===== src/rtl/writeback_pipe.sv =====
// writeback_pipe: RV32I writeback stage with load extraction, x0 write suppression, one-entry skid buffer and instret counter.
module writeback_pipe #(
    parameter int XLEN       = 32,
    parameter int CNT_W      = 64,
    parameter bit RETIRE_ALL = 1'b1
) (
    input  logic             clk,
    input  logic             rst,
    input  logic             valid_i,
    output logic             ready_o,
    input  logic [XLEN-1:0]  pc_i,
    input  logic [31:0]      inst_i,
    input  logic [XLEN-1:0]  result_i,
    input  logic [XLEN-1:0]  memdata_i,
    input  logic             wb_ready_i,
    output logic             out_valid_o,
    output logic             rdvalid_o,
    output logic [4:0]       rdnum_o,
    output logic [XLEN-1:0]  rddata_o,
    output logic [XLEN-1:0]  retire_pc_o,
    output logic [CNT_W-1:0] instret_o
);
    typedef struct packed {
        logic            rdv;
        logic [4:0]      rd;
        logic [XLEN-1:0] data;
        logic [XLEN-1:0] pc;
    } ent_t;
    ent_t             out_q, out_d, skid_q, skid_d, in_e;
    logic             out_valid_q, out_valid_d, skid_valid_q, skid_valid_d, ready_q, ready_d;
    logic [CNT_W-1:0] instret_q, instret_d;
    logic [6:0]       opc;
    logic [2:0]       f3;
    logic [7:0]       byte_v;
    logic [15:0]      half_v;
    logic [XLEN-1:0]  ld_data;
    logic             writes_rd, is_load, accept, retire, out_free;
    logic             unused_inst;
    assign unused_inst = ^inst_i[31:15];
    always_comb begin
        opc       = inst_i[6:0];
        f3        = inst_i[14:12];
        is_load   = opc == 7'b0000011;
        writes_rd = opc == 7'b0110011 || opc == 7'b0010011 || opc == 7'b1100111 || is_load ||
                    opc == 7'b0110111 || opc == 7'b0010111 || opc == 7'b1101111;
        byte_v    = 8'(memdata_i >> {result_i[1:0], 3'b000});
        half_v    = result_i[1] ? memdata_i[31:16] : memdata_i[15:0];
        case (f3)
            3'b000:  ld_data = {{(XLEN-8){byte_v[7]}}, byte_v};
            3'b100:  ld_data = {{(XLEN-8){1'b0}}, byte_v};
            3'b001:  ld_data = {{(XLEN-16){half_v[15]}}, half_v};
            3'b101:  ld_data = {{(XLEN-16){1'b0}}, half_v};
            default: ld_data = memdata_i;
        endcase
        in_e.rdv  = writes_rd & (inst_i[11:7] != 5'd0);
        in_e.rd   = inst_i[11:7];
        in_e.data = is_load ? ld_data : result_i;
        in_e.pc   = pc_i;
    end
    // The skid only fills while the output is stalled, so ready_o=0 guarantees
    // no accept can coincide with a skid-to-output move.
    always_comb begin
        accept       = valid_i & ready_q;
        retire       = out_valid_q & wb_ready_i;
        out_free     = ~out_valid_q | retire;
        out_valid_d  = out_free ? (skid_valid_q | accept) : out_valid_q;
        out_d        = out_free ? (skid_valid_q ? skid_q : accept ? in_e : out_q) : out_q;
        skid_valid_d = out_free ? 1'b0 : (skid_valid_q | accept);
        skid_d       = (~out_free & accept) ? in_e : skid_q;
        ready_d      = ~skid_valid_d;
        instret_d    = instret_q + CNT_W'(retire & (RETIRE_ALL | out_q.rdv));
    end
    always_ff @(posedge clk) begin
        if (rst) begin
            out_valid_q  <= 1'b0;
            skid_valid_q <= 1'b0;
            ready_q      <= 1'b1;
            instret_q    <= '0;
        end else begin
            out_valid_q  <= out_valid_d;
            skid_valid_q <= skid_valid_d;
            ready_q      <= ready_d;
            instret_q    <= instret_d;
        end
    end
    always_ff @(posedge clk) begin
        out_q  <= out_d;
        skid_q <= skid_d;
    end
    assign ready_o     = ready_q;
    assign out_valid_o = out_valid_q;
    assign rdvalid_o   = out_valid_q & out_q.rdv;
    assign rdnum_o     = out_q.rd;
    assign rddata_o    = out_q.data;
    assign retire_pc_o = out_q.pc;
    assign instret_o   = instret_q;
endmodule


===== config.mk =====
export PLATFORM = sky130hd
export DESIGN_NAME = writeback_pipe
export DESIGN_NICKNAME = d
export VERILOG_FILES = /design/src/rtl/writeback_pipe.sv
export SDC_FILE = /design/constraint.sdc
export NUM_CORES = 1
export LEC_CHECK = 0
export CAP_MARGIN = 20
export CELL_PAD_IN_SITES_DETAIL_PLACEMENT = 0
export CELL_PAD_IN_SITES_GLOBAL_PLACEMENT = 1
export CORE_UTILIZATION = 40
export CTS_CLUSTER_DIAMETER = 80
export DETAILED_ROUTE_END_ITERATION = 16
export PLACE_DENSITY_LB_ADDON = 0.12
export SYNTH_ARGS = -nofsm -noshare
export SYNTH_HDL_FRONTEND = slang
export SYNTH_SLANG_ARGS = --single-unit

===== constraint.sdc =====
create_clock -name clk -period 10.3 [get_ports clk]
set_input_delay 1.03 -clock clk [delete_from_list [all_inputs] [get_ports clk]]
set_output_delay 1.03 -clock clk [all_outputs]
set_load 0.03 [all_outputs]

Word level (Yosys, flattened, before mapping)
Cells that the tools add are included.
{"block": "totals", "register_bits": 207, "inputBits": 132, "output_inout_bits": 136}
{"block": "op_classes", "addsub": 1, "n_eq_ne": 10, "shift": 1, "mux": 6, "bitwise_logic": 10, "n_reduce_logical": 10}
{"op": "2-to-1 mux 70 bit", "n": 2}
{"op": "case mux 32 bit (4 select lines)", "n": 1}
{"op": "adder 64 x 1 -> 64 bit", "n": 1}
{"op": "2-to-1 mux 32 bit", "n": 1}
{"op": "right shift 32 x 5 -> 8 bit", "n": 1}
{"op": "2-to-1 mux 16 bit", "n": 1}
{"op": "equality test 7 x 5 -> 1 bit (second input constant)", "n": 2}
{"op": "equality test 7 x 6 -> 1 bit (second input constant)", "n": 2}
{"op": "equality test 7 bit (second input constant)", "n": 2}
{"op": "equality test 7 x 2 -> 1 bit (second input constant)", "n": 1}
{"op": "equality test 3 bit (second input constant)", "n": 2}
{"op": "logical OR 1 bit", "n": 6}
{"op": "bitwise AND 1 bit", "n": 5}
{"op": "nonzero test 5 bit", "n": 1}
{"op": "equality test 3 x 1 -> 1 bit (second input constant)", "n": 1}
{"op": "logical NOT 3 bit", "n": 1}
{"op": "inverter 1 bit", "n": 3}
{"op": "bitwise OR 1 bit", "n": 2}
{"op": "AND reduction 2 bit", "n": 1}
{"op": "nonzero test 2 bit", "n": 1}
{"op": "2-to-1 mux 1 bit", "n": 1}

Longest topological paths before layout
{"block": "depth", "depth_word": 10, "depth_mapped": 9, "mapped_depth_nobuf": 8}

Worst setup path after synthesis
Ideal clock, no wire load.
{"block": "synth_path", "path_type": "input to register", "startpoint": "in valid_i", "endpoint": "reg out_q[69] in the netlist's numbering (enable)", "setup_ps": 521, "arrival_ps": 4534, "setup_slack_ps": 5245, "path_stages": 2, "n_path_buf": 0, "path_cell_list": "a21oi_1 -> a21oi_1"}
{"block": "synth_via", "elab_chain_len": 3}
{"item": "start, declared", "line": "9", "text": "input logic valid_i,"}
{"item": "bitwise AND 1 bit", "line": "63", "text": "accept = valid_i & ready_q;"}
{"item": "nonzero test 2 bit (no source line)"}
{"item": "AND reduction 2 bit (no source line)"}
{"item": "end signal, assigned", "line": "87", "text": "out_q <= out_d;"}
{"item": "end, declared", "line": "29", "text": "ent_t out_q, out_d, skid_q, skid_d, in_e;"}
No other way between the ends.
A chain may end at the register's enable or synchronous reset.

Worst setup path in the final report
{"block": "layout_path", "startpoint": "in wb_ready_i", "endpoint": "reg instret_q[61], in the netlist instret_o[61]"}
{"block": "layout_via", "elab_chain_len": 2}
{"item": "start, declared", "line": "15", "text": "input logic wb_ready_i,"}
{"item": "bitwise AND 1 bit", "line": "64", "text": "retire = out_valid_q & wb_ready_i;"}
{"item": "adder 64 x 1 -> 64 bit", "line": "71", "text": "instret_d = instret_q + CNT_W'(retire & (RETIRE_ALL | out_q.rdv));"}
{"item": "end signal, assigned", "line": "83", "text": "instret_q <= instret_d;"}
{"item": "end, declared", "line": "31", "text": "logic [CNT_W-1:0] instret_q, instret_d;"}
No other way between the ends.

==> results.sh <==
export IMPL_outcome="finished, final reports clean"
export IMPL_wl_mm=23.8
export IMPL_async_flop_share_pct=0
export IMPL_drt_iter0_markers=296
export IMPL_wl_per_cell_um=17.7
export IMPL_crit_slowest_cell="nand4_1"
export IMPL_ant_nets=0
export IMPL_hold_ws_ns=0.490
export IMPL_fin_skew_ns=0.00850
export IMPL_period_share_pct=35.1
export IMPL_cts_resized=0
export IMPL_fillers=2089
export IMPL_start_kind="input port"
export IMPL_grt_overflow=0
export IMPL_post_cts_buffers=0
export IMPL_min_period_ns=3.62
export IMPL_synth_edff_count=140
export IMPL_crit_fanout=21
export IMPL_p_per_area_nw_per_um2=159
export IMPL_synth_cells=830
export IMPL_syn_nets=964
export IMPL_ys_types=57
export IMPL_worstMarginPinSlew_ns=0.995
export IMPL_num_vias=6880
export IMPL_coreArea_um2=23500
export IMPL_first_pass_iters=4
export IMPL_synth_area_um2=9640
export IMPL_timing_slew_headroom_pct=33.7
export IMPL_nNetsFinal=1140
export IMPL_grt_pass1_wl_mm=36.3
export IMPL_placed_cell_area_um2=11900
export IMPL_ir_worst_vdd_v=0.0000936
export IMPL_initial_utilization_pct=41.0
export IMPL_portBuffers=250
export IMPL_cts_root_buf="clkbuf_16"
export IMPL_die_h_um=157
export IMPL_multi_input_area_um2=3380
export IMPL_io_pins=268
export IMPL_drv_cap=0
export IMPL_crit_top_cell="nand4_1"
export IMPL_fmax_mhz=277
export IMPL_htreeDepth=1
export IMPL_final_cell_mix="clkdlybuf4s50_1 (249), edfxtp_1 (140), mux2_2 (68)"
export IMPL_drc=0
export IMPL_grt_pass1_vias=6607
export IMPL_critPathBufInv=1
export IMPL_grt_max_degree=71
export IMPL_ctsHoldBuffers=0
export IMPL_fin_tns_setup_ns=0
export IMPL_antenna_found_initial=0
export IMPL_syn_area_per_cell_um2=11.6
export IMPL_drv_slew=0
export IMPL_design_area_um2=12800
export IMPL_layout_commonest_cell="clkdlybuf4s50_1"
export IMPL_total_power_mw=2.03
export IMPL_post_dp_hpwl_mm=15.9
export IMPL_gp_congestion=0.798
export IMPL_ff_latch_area_um2=5550
export IMPL_grt_usage_pct=18.8
export IMPL_min_path_type="register to register"
export IMPL_cts_tree="done"
export IMPL_cts_made_buffers=23
export IMPL_power_leakage_nw=4.23
export IMPL_yosysWarnings=0
export IMPL_seq_area_frac_synth_pct=57.5
export IMPL_clockBufferDepth=3
export IMPL_clock_latency_ns=0.52
export IMPL_cts_clk_slew_worst_paths_ns=0.06
export IMPL_floorplan_die_width_um=157
export IMPL_critPathRequiredTime_ns=10.75
export IMPL_cp_cell_sequence="clkdlybuf4s50_1 -> and2_1 -> ha_1 -> nand4_1 -> nor3_1 -> nand4_1 -> or4_1 -> a21oi_1"
export IMPL_rsz0062_at_grt="no"
export IMPL_end_kind="register"
export IMPL_syn_to_final_growth_pct=32.3
export IMPL_post_route_util_pct=54.2
export IMPL_arrival_ns=4.06
export IMPL_ys_seq_elements=207
export IMPL_path_class="input port to register"
export IMPL_drive_above_1_share_pct=13.2
export IMPL_rows=56
export IMPL_critical_path_max_stage_delay_ns=0.76
export IMPL_cp_top_family="simple AND/OR/NAND/NOR gates"
export IMPL_hold_violations=0
export IMPL_cts_sinks=207
export IMPL_dieArea_um2=24700
export IMPL_vias_per_cell=5.12
export IMPL_synth_top_flop_cell="edfxtp_1"
export IMPL_setup_viol=0
-- kinds of logic (layout without fill, tap and decap cells) --
group                    Yosys count  after routing  synth area share (%)
multiplexers                      80             80                  9.36
AO/OA/AOI/OAI                    143            143                  8.40
flip-flops                       207            207                  57.5
AND/OR/NAND/NOR                  251            251                  14.3
other                              0              1                     0
adder cells (fa/ha/maj)            2              2                 0.259
buffers and inverters            119            312                  7.64
XOR/XNOR                          28             28                  2.54
-- Yosys cell counts, types with 9 or more instances --
master,count,share of area (%)
nor2b_1,9,0.58
or4_1,17,1.3
clkbuf_1,26,1.0
inv_1,14,0.54
nand3_1,22,1.1
or3_1,25,1.6
xor2_1,14,1.3
edfxtp_1,140,44
a21oi_1,68,3.5
dfxtp_1,67,14
nand2_1,57,2.2
nand4_1,21,1.4
nor2_1,58,2.3
mux2_2,68,7.9
o21ai_1,12,0.62
o21ai_0,27,1.4
o31ai_1,24,1.9
buf_4,69,5.4
xnor2_1,14,1.3
-- worst paths after layout --
kind,startpoint,endpoint,slack (ns),cells past startpoint
worst min register to register,instret_o[63]$_SDFF_PP0_,instret_o[63]$_SDFF_PP0_,0.49,2
worst max-delay path,wb_ready_i,instret_o[61]$_SDFF_PP0_,6.68,8
worst max register to register,out_valid_o$_SDFFE_PP0N_,instret_o[61]$_SDFF_PP0_,7.22,7
worst min-delay path,instret_o[63]$_SDFF_PP0_,instret_o[63]$_SDFF_PP0_,0.49,2
-- registers in the layout, indices dropped and copies added (netlist names) --
name / cells
skid_q: 70
retire_pc_o: 32
out_valid_o: 1
skid_valid_q: 1
ready_o: 1
instret_o: 64
out_q: 1
rddata_o: 32
rdnum_o: 5
-- worst register-to-register path, stage by stage (launching register included) --
cell and delay, ns:
dfxtp_1 0.42, and2_1 0.16, ha_1 0.19, nand4_1 0.21, nor3_1 0.36, nand4_1 0.76
or4_1 0.76, a21oi_1 0.15
-- where the power goes --
part / internal, mW / total, mW / switching, mW / leakage [nW]
sequential: 0.921 / 0.928 / 0.00668 / 1.85
combinational: 0.0974 / 0.206 / 0.108 / 1.99
clock: 0.541 / 0.894 / 0.353 / 0.388
-- layout make-up --
class	count	area share, %
Antenna cell	1	0.0196
Clock buffer	24	4.54
Clock inverter	18	1.95
Inverter	15	0.500
Multi-Input combinational cell	504	26.5
Sequential cell	207	43.5
Tap cell	319	3.13
Timing Repair Buffer	255	19.9
-- through the flow --
stage                     setup WS, ns  instances
after floorplan                   5.24        830
after detailed placement          6.14       1300
after CTS                         6.67       1342
after global routing              6.41       1342
final                             6.68       1343
after global placement            6.17       1300
-- layer usage --
metal | wire length (um) | track usage (%)
met2 | 11000 | 30.4
met4 | 492 | 5.46
met1 | 10700 | 25.5
met5 | 0 | 0
met3 | 1540 | 3.63
(Power assumes the default switching activity.)
==> RTL change 1: new RTL, same settings <==
`RETIRE_ALL`: 1'b1 -> 1'b0.
--- a/src/rtl/writeback_pipe.sv
+++ b/src/rtl/writeback_pipe.sv
@@ -2,7 +2,7 @@
 module writeback_pipe #(
     parameter int XLEN       = 32,
     parameter int CNT_W      = 64,
-    parameter bit RETIRE_ALL = 1'b1
+    parameter bit RETIRE_ALL = 1'b0
 ) (
     input  logic             clk,
     input  logic             rst,
Check against the original RTL: not equivalent (Yosys sat finds a counterexample within 4 cycles, from zero or initial values and one cycle with rst high).
==> RTL change 1 against the unedited design <==
  * Wire length grew 0.38%
  * Via count rose by 0.86%
  * Sequential cell count is the same
  * Total power shrank 2.1%
  * Final area about the same
  * Synthesized area fell by 0.97%
  * Cell count grew 0.74%
  * Worst setup slack improved by 0.28 ns
  * Critical path type unchanged
  * Critical endpoint is now instret_o[60]
==> RTL change 1: results (changes against the unedited design) <==
* Pins Over Slew Limit at 0 (unchanged)
* Synth top area cells: edfxtp_1, dfxtp_1, mux2_2
* Share of cells above drive strength 1 at 13.1% (-0.13 points)
* Seq/Total Area, Yosys at 58.1% (+0.57 points)
* Ys async rst share at 0% (unchanged)
* RePlAce Congestion at 0.858 (+7.6%)
* CTS Root Buffer Type: clkbuf_16
* Final #Nets at 1149 (+0.79%)
* Worst slack, placed at 6.18 ns (+0.0454 ns)
* Cell area power density at 156 nW/um^2 (-2.0%)
* Logic pwr share at 10.4% (+0.3 points)
* Met2 global-route usage at 30.0% (-0.35 points)
* Worst reg-to-reg path cell count at 3 (-4)
* Mapped Area at 9550 sq um (-0.97%)
* DR vias/cell at 5.13 (+0.11%)
* Pin count of the biggest net entering global routing at 72 (+1.4%)
* Mux cell area share after synthesis at 8.81% (-0.55 points)
* Final instance area at 12700 sq um (about the same)
* Post-Synth Adder-Cell Area at 0.262% (+0.0026 points)
* Max IR drop VDD at 0.000105 V (+12%)
* Vias in the first global route at 6520 (-1.3%)
* Worst Hold Class: reg -> reg
* WL/cell at 17.6 um (-0.36%)
* DP HPWL at 16200 um (+1.6%)
* Switching power at 0.000451 W (-3.7%)
* Status: complete, no violations
* M3 GR Usage at 4.49% (+0.85 points)
* Commonest cells post-synth: edfxtp_1, a21oi_1, mux2_2
* Gr usage total at 19.0% (+0.19 points)
* Compound-Gate Fraction of Synth Area at 8.46% (+0.069 points)
* # fillers at 2072 (-0.81%)
* Post-Place Cells at 1307 (+0.54%)
* Initial antenna violation count at 1 (+1)
* Crit path DAT at 3.78 ns (-0.28 ns)
* Xor-xnor portion of the synthesized cell area at 2.94% (+0.39 points)
* Number of buffers created by CTS at 24 (+4.3%)
* First-pass GRT wire length at 36500 um (+0.49%)
* Clock power frac at 42.8% (-1.3 points)
* Leakage power at 4.29 nW (+1.6%)
* Clock skew at 0.00571 ns (-0.00279 ns)
* 1st-pass router iterations at 5 (+1)
* # port buffers at 250 (unchanged)
* Crit path max fanout at 10 (-52%)
* Finished Layout Cells at 1353 (+0.74%)
* Area post-placement at 11900 sq um (about the same)
* Cell variety after synth at 46 (-19%)
* Met1 Usage GRT at 25.8% (+0.31 points)
* Synthesized net count at 965 (+0.10%)
* Synthesized area per cell at 11.5 sq um (-1.1%)
* Slew margin rel. at 30.2% (-3.5 points)
* DR iter-0 viols at 441 (+49%)
==> RTL change 1: area by class of cell <==
cell class	count	area share, %
Clock inverter	17	1.26
Sequential cell	207	43.5
Antenna cell	1	0.0196
Clock buffer	27	4.97
Inverter	18	0.530
Tap cell	319	3.13
Timing Repair Buffer	262	20.6
Multi-Input combinational cell	502	25.9
==> RTL change 1: critical path, stage by stage <==
cell and delay [ns]:
clkdlybuf4s50_1 0.48, and3_1 0.16, ha_1 0.21, ha_1 0.20, nand3_1 0.23, nor3_2 0.36, nand3_1 0.36, or4_1 0.60
a21oi_1 0.14
==> RTL change 1: path summary, 6_finish.rpt <==
path,from,end,slack (ns)
worst min-delay path,instret_o[63],instret_o[63],0.48
worst min register to register,instret_o[63],instret_o[63],0.48
worst max-delay path,wb_ready_i,instret_o[60],6.96
worst max register to register,skid_valid_q,retire_pc_o[15],7.42
==> RTL change 1: layer usage <==
layer	vias up	wire length, um
li1	3374	-
met1	3322	10700
met2	208	11000
met3	35	1750
met4	0	484
met5	-	0
==> RTL change 2: new RTL, same settings <==
Without the edit above. Take the reset off `instret_q` and load it in a clocked block of its own.
--- a/src/rtl/writeback_pipe.sv
+++ b/src/rtl/writeback_pipe.sv
@@ -75,13 +75,15 @@
             out_valid_q  <= 1'b0;
             skid_valid_q <= 1'b0;
             ready_q      <= 1'b1;
-            instret_q    <= '0;
         end else begin
             out_valid_q  <= out_valid_d;
             skid_valid_q <= skid_valid_d;
             ready_q      <= ready_d;
-            instret_q    <= instret_d;
         end
+    end
+
+    always_ff @(posedge clk) begin
+        instret_q <= instret_d;
     end
     always_ff @(posedge clk) begin
         out_q  <= out_d;
Formal check against the unedited RTL: differs if rst is asserted again (counterexample within 4 cycles, from zero or initial values and one cycle with rst high); with rst held inactive, the same outputs for 10 cycles.
==> RTL change 2 against the unedited design <==
  * Global-route usage down 0.46 points
  * Register-to-register slack better by 0.13 ns
  * Wire length down 6.9%
  * Combinational power up 19%
  * Sequential cell count unchanged
  * Critical path type unchanged
  * Count of clock-buffer cells in the layout up 14
  * Clock power down 11%
  * First-iteration DRC count down 14%
  * Largest power group unchanged
  * Total power down 1.5%
  * Final area down 3.9%
  * Synthesized area down 4.7%
  * Worst setup slack better by 0.13 ns
  * Largest cell class unchanged
==> RTL change 2: results (changes against the unedited design) <==
* Met2 wire len at 10400 um (-5.6%)
* Seq/Total Area, Yosys at 60.4% (+2.9 points)
* Top sig layer: met5
* DP HPWL at 15700 um (-1.6%)
* Num sequential at 207 (unchanged)
* Clock buffers at 38 (+58%)
* Metal-1 WL at 9440 um (-12%)
* Worst setup margin at 6.81 ns (+0.130 ns)
* Slew @ Worst Pin at 1.04 ns (+0.0499 ns)
* CTS Root Buffer Type: clkbuf_16
* Multi-input gate area at 3000 sq um (-11%)
* WL/cell at 18.0 um (+1.8%)
* Status: complete, no violations
* Multi-input gate count at 430 (-15%)
* Gr usage total at 18.3% (-0.46 points)
* RePlAce Congestion at 0.822 (+3.0%)
* Number of buffers created by CTS at 24 (+4.3%)
* ClkCell Share at 6.16% (-0.33 points)
* Pin count of the biggest net entering global routing at 88 (+24%)
* Vias post-DR at 6186 (-10%)
* Cts repair resizes at 0 (unchanged)
* Gr ovfl total at 0 (unchanged)
* Worst-Skew Late Latency at 0.51 ns
* Max FFs per register at 70 (unchanged)
* Met1 Usage GRT at 23.3% (-2.2 points)
* Met2 global-route usage at 30.2% (-0.15 points)
* EDFF count, synth at 140 (unchanged)
* Synth top area cells: edfxtp_1, dfxtp_1, mux2_2
* Crit path DAT at 3.87 ns (-0.19 ns)
* Seq area share at 45.3% (+1.8 points)
* Largest Register: skid_q
* Synthesized net count at 874 (-9.3%)
* Non-clock buffering overhead at 21.0% (+1.1 points)
* Top FF cell, synth: edfxtp_1
* M3 GR Usage at 5.21% (+1.6 points)
* Wire length on met3 at 1740 um (+13%)
* Crit path max fanout at 10 (-52%)
* 1st-pass router iterations at 4 (unchanged)
* Max IR drop VDD at 0.0000843 V (-9.9%)
* Ant. Diodes at 0 (-1)
* Final #Nets at 1059 (-7.1%)
* # port buffers at 250 (unchanged)
* Vias in the first global route at 6284 (-4.9%)
* # fillers at 1949 (-6.7%)
* DR iter-0 viols at 255 (-14%)
* Cell variety after synth at 51 (-11%)
* Layout inverter count without the clock tree at 6 (-9)
* Worst Hold Class: reg -> reg
* First-pass GRT wire length at 34400 um (-5.2%)
* Ys async rst share at 0% (unchanged)
* Share of cells above drive strength 1 at 12.1% (-1.1 points)
* Nonclk buf count at 256 (+0.39%)
* Commonest cells post-synth: edfxtp_1, buf_4, dfxtp_1
* Top cell category: flip-flops and latches
* Leakage power at 4.30 nW (+1.7%)
* Ys Warns at 0 (unchanged)
* Worst slack, placed at 6.20 ns (+0.0645 ns)
* Initial antenna violation count at 1 (+1)
* Clock skew at 0.0124 ns (+0.00388 ns)
==> RTL change 2: cell types whose count changed in the layout (fill, tap and decap cells not counted), moves of 13 or more <==
cell | before | now
a21oi_1 | 67 | 36
mux2_2 | 68 | 55
or3_1 | 25 | 6
or4_1 | 17 | 1
xnor2_1 | 14 | 51
==> RTL change 2: cell families (layout without fill, tap and decap cells) <==
family / Yosys count / count (layout) / share of synthesized area (%)
compound gates: 93 / 93 / 6.06
xor+xnor: 62 / 62 / 5.91
fa+ha+maj: 2 / 2 / 0.272
buf+inv: 103 / 306 / 7.15
flops: 207 / 207 / 60.4
mux: 64 / 64 / 7.86
simple gates: 209 / 209 / 12.4
==> RTL change 2: stage by stage <==
stage	hold WS [ns]	area, sq um	std cells	util [%]
4_1_cts	0.466	12200	1225	54.1
3_3_place_gp	0.453	11500	1181	50.8
5_1_grt	0.493	12300	1228	54.3
6_report	0.464	12300	1228	54.3
3_5_place_dp	0.448	11500	1181	50.8
2_1_floorplan	0.498	9190	740	-
==> RTL change 2: worst paths after layout <==
path / startpoint / end / slack, ns / depth (start not counted)
setup / recovery: wb_ready_i / instret_o[46] / 6.81 / 9
hold / removal: instret_o[63] / instret_o[63] / 0.46 / 1
setup reg to reg: out_valid_o / instret_o[46] / 7.35 / 8
hold reg to reg: instret_o[63] / instret_o[63] / 0.46 / 1
==> RTL change 2: worst max-delay path, stage by stage <==
cell	delay, ns
clkdlybuf4s50_1	0.46
and2_1	0.13
ha_1	0.26
ha_1	0.30
nand2_1	0.08
nor4_1	0.55
nor4b_4	0.68
nand3_1	0.21
xnor2_1	0.17
==> RTL change 2: power by group <==
group / internal [W] / switching (W)
sequential: 0.000931 / 0.0000218
clock: 0.000482 / 0.000318
combinational: 0.000115 / 0.000130
total: 0.00153 / 0.000470
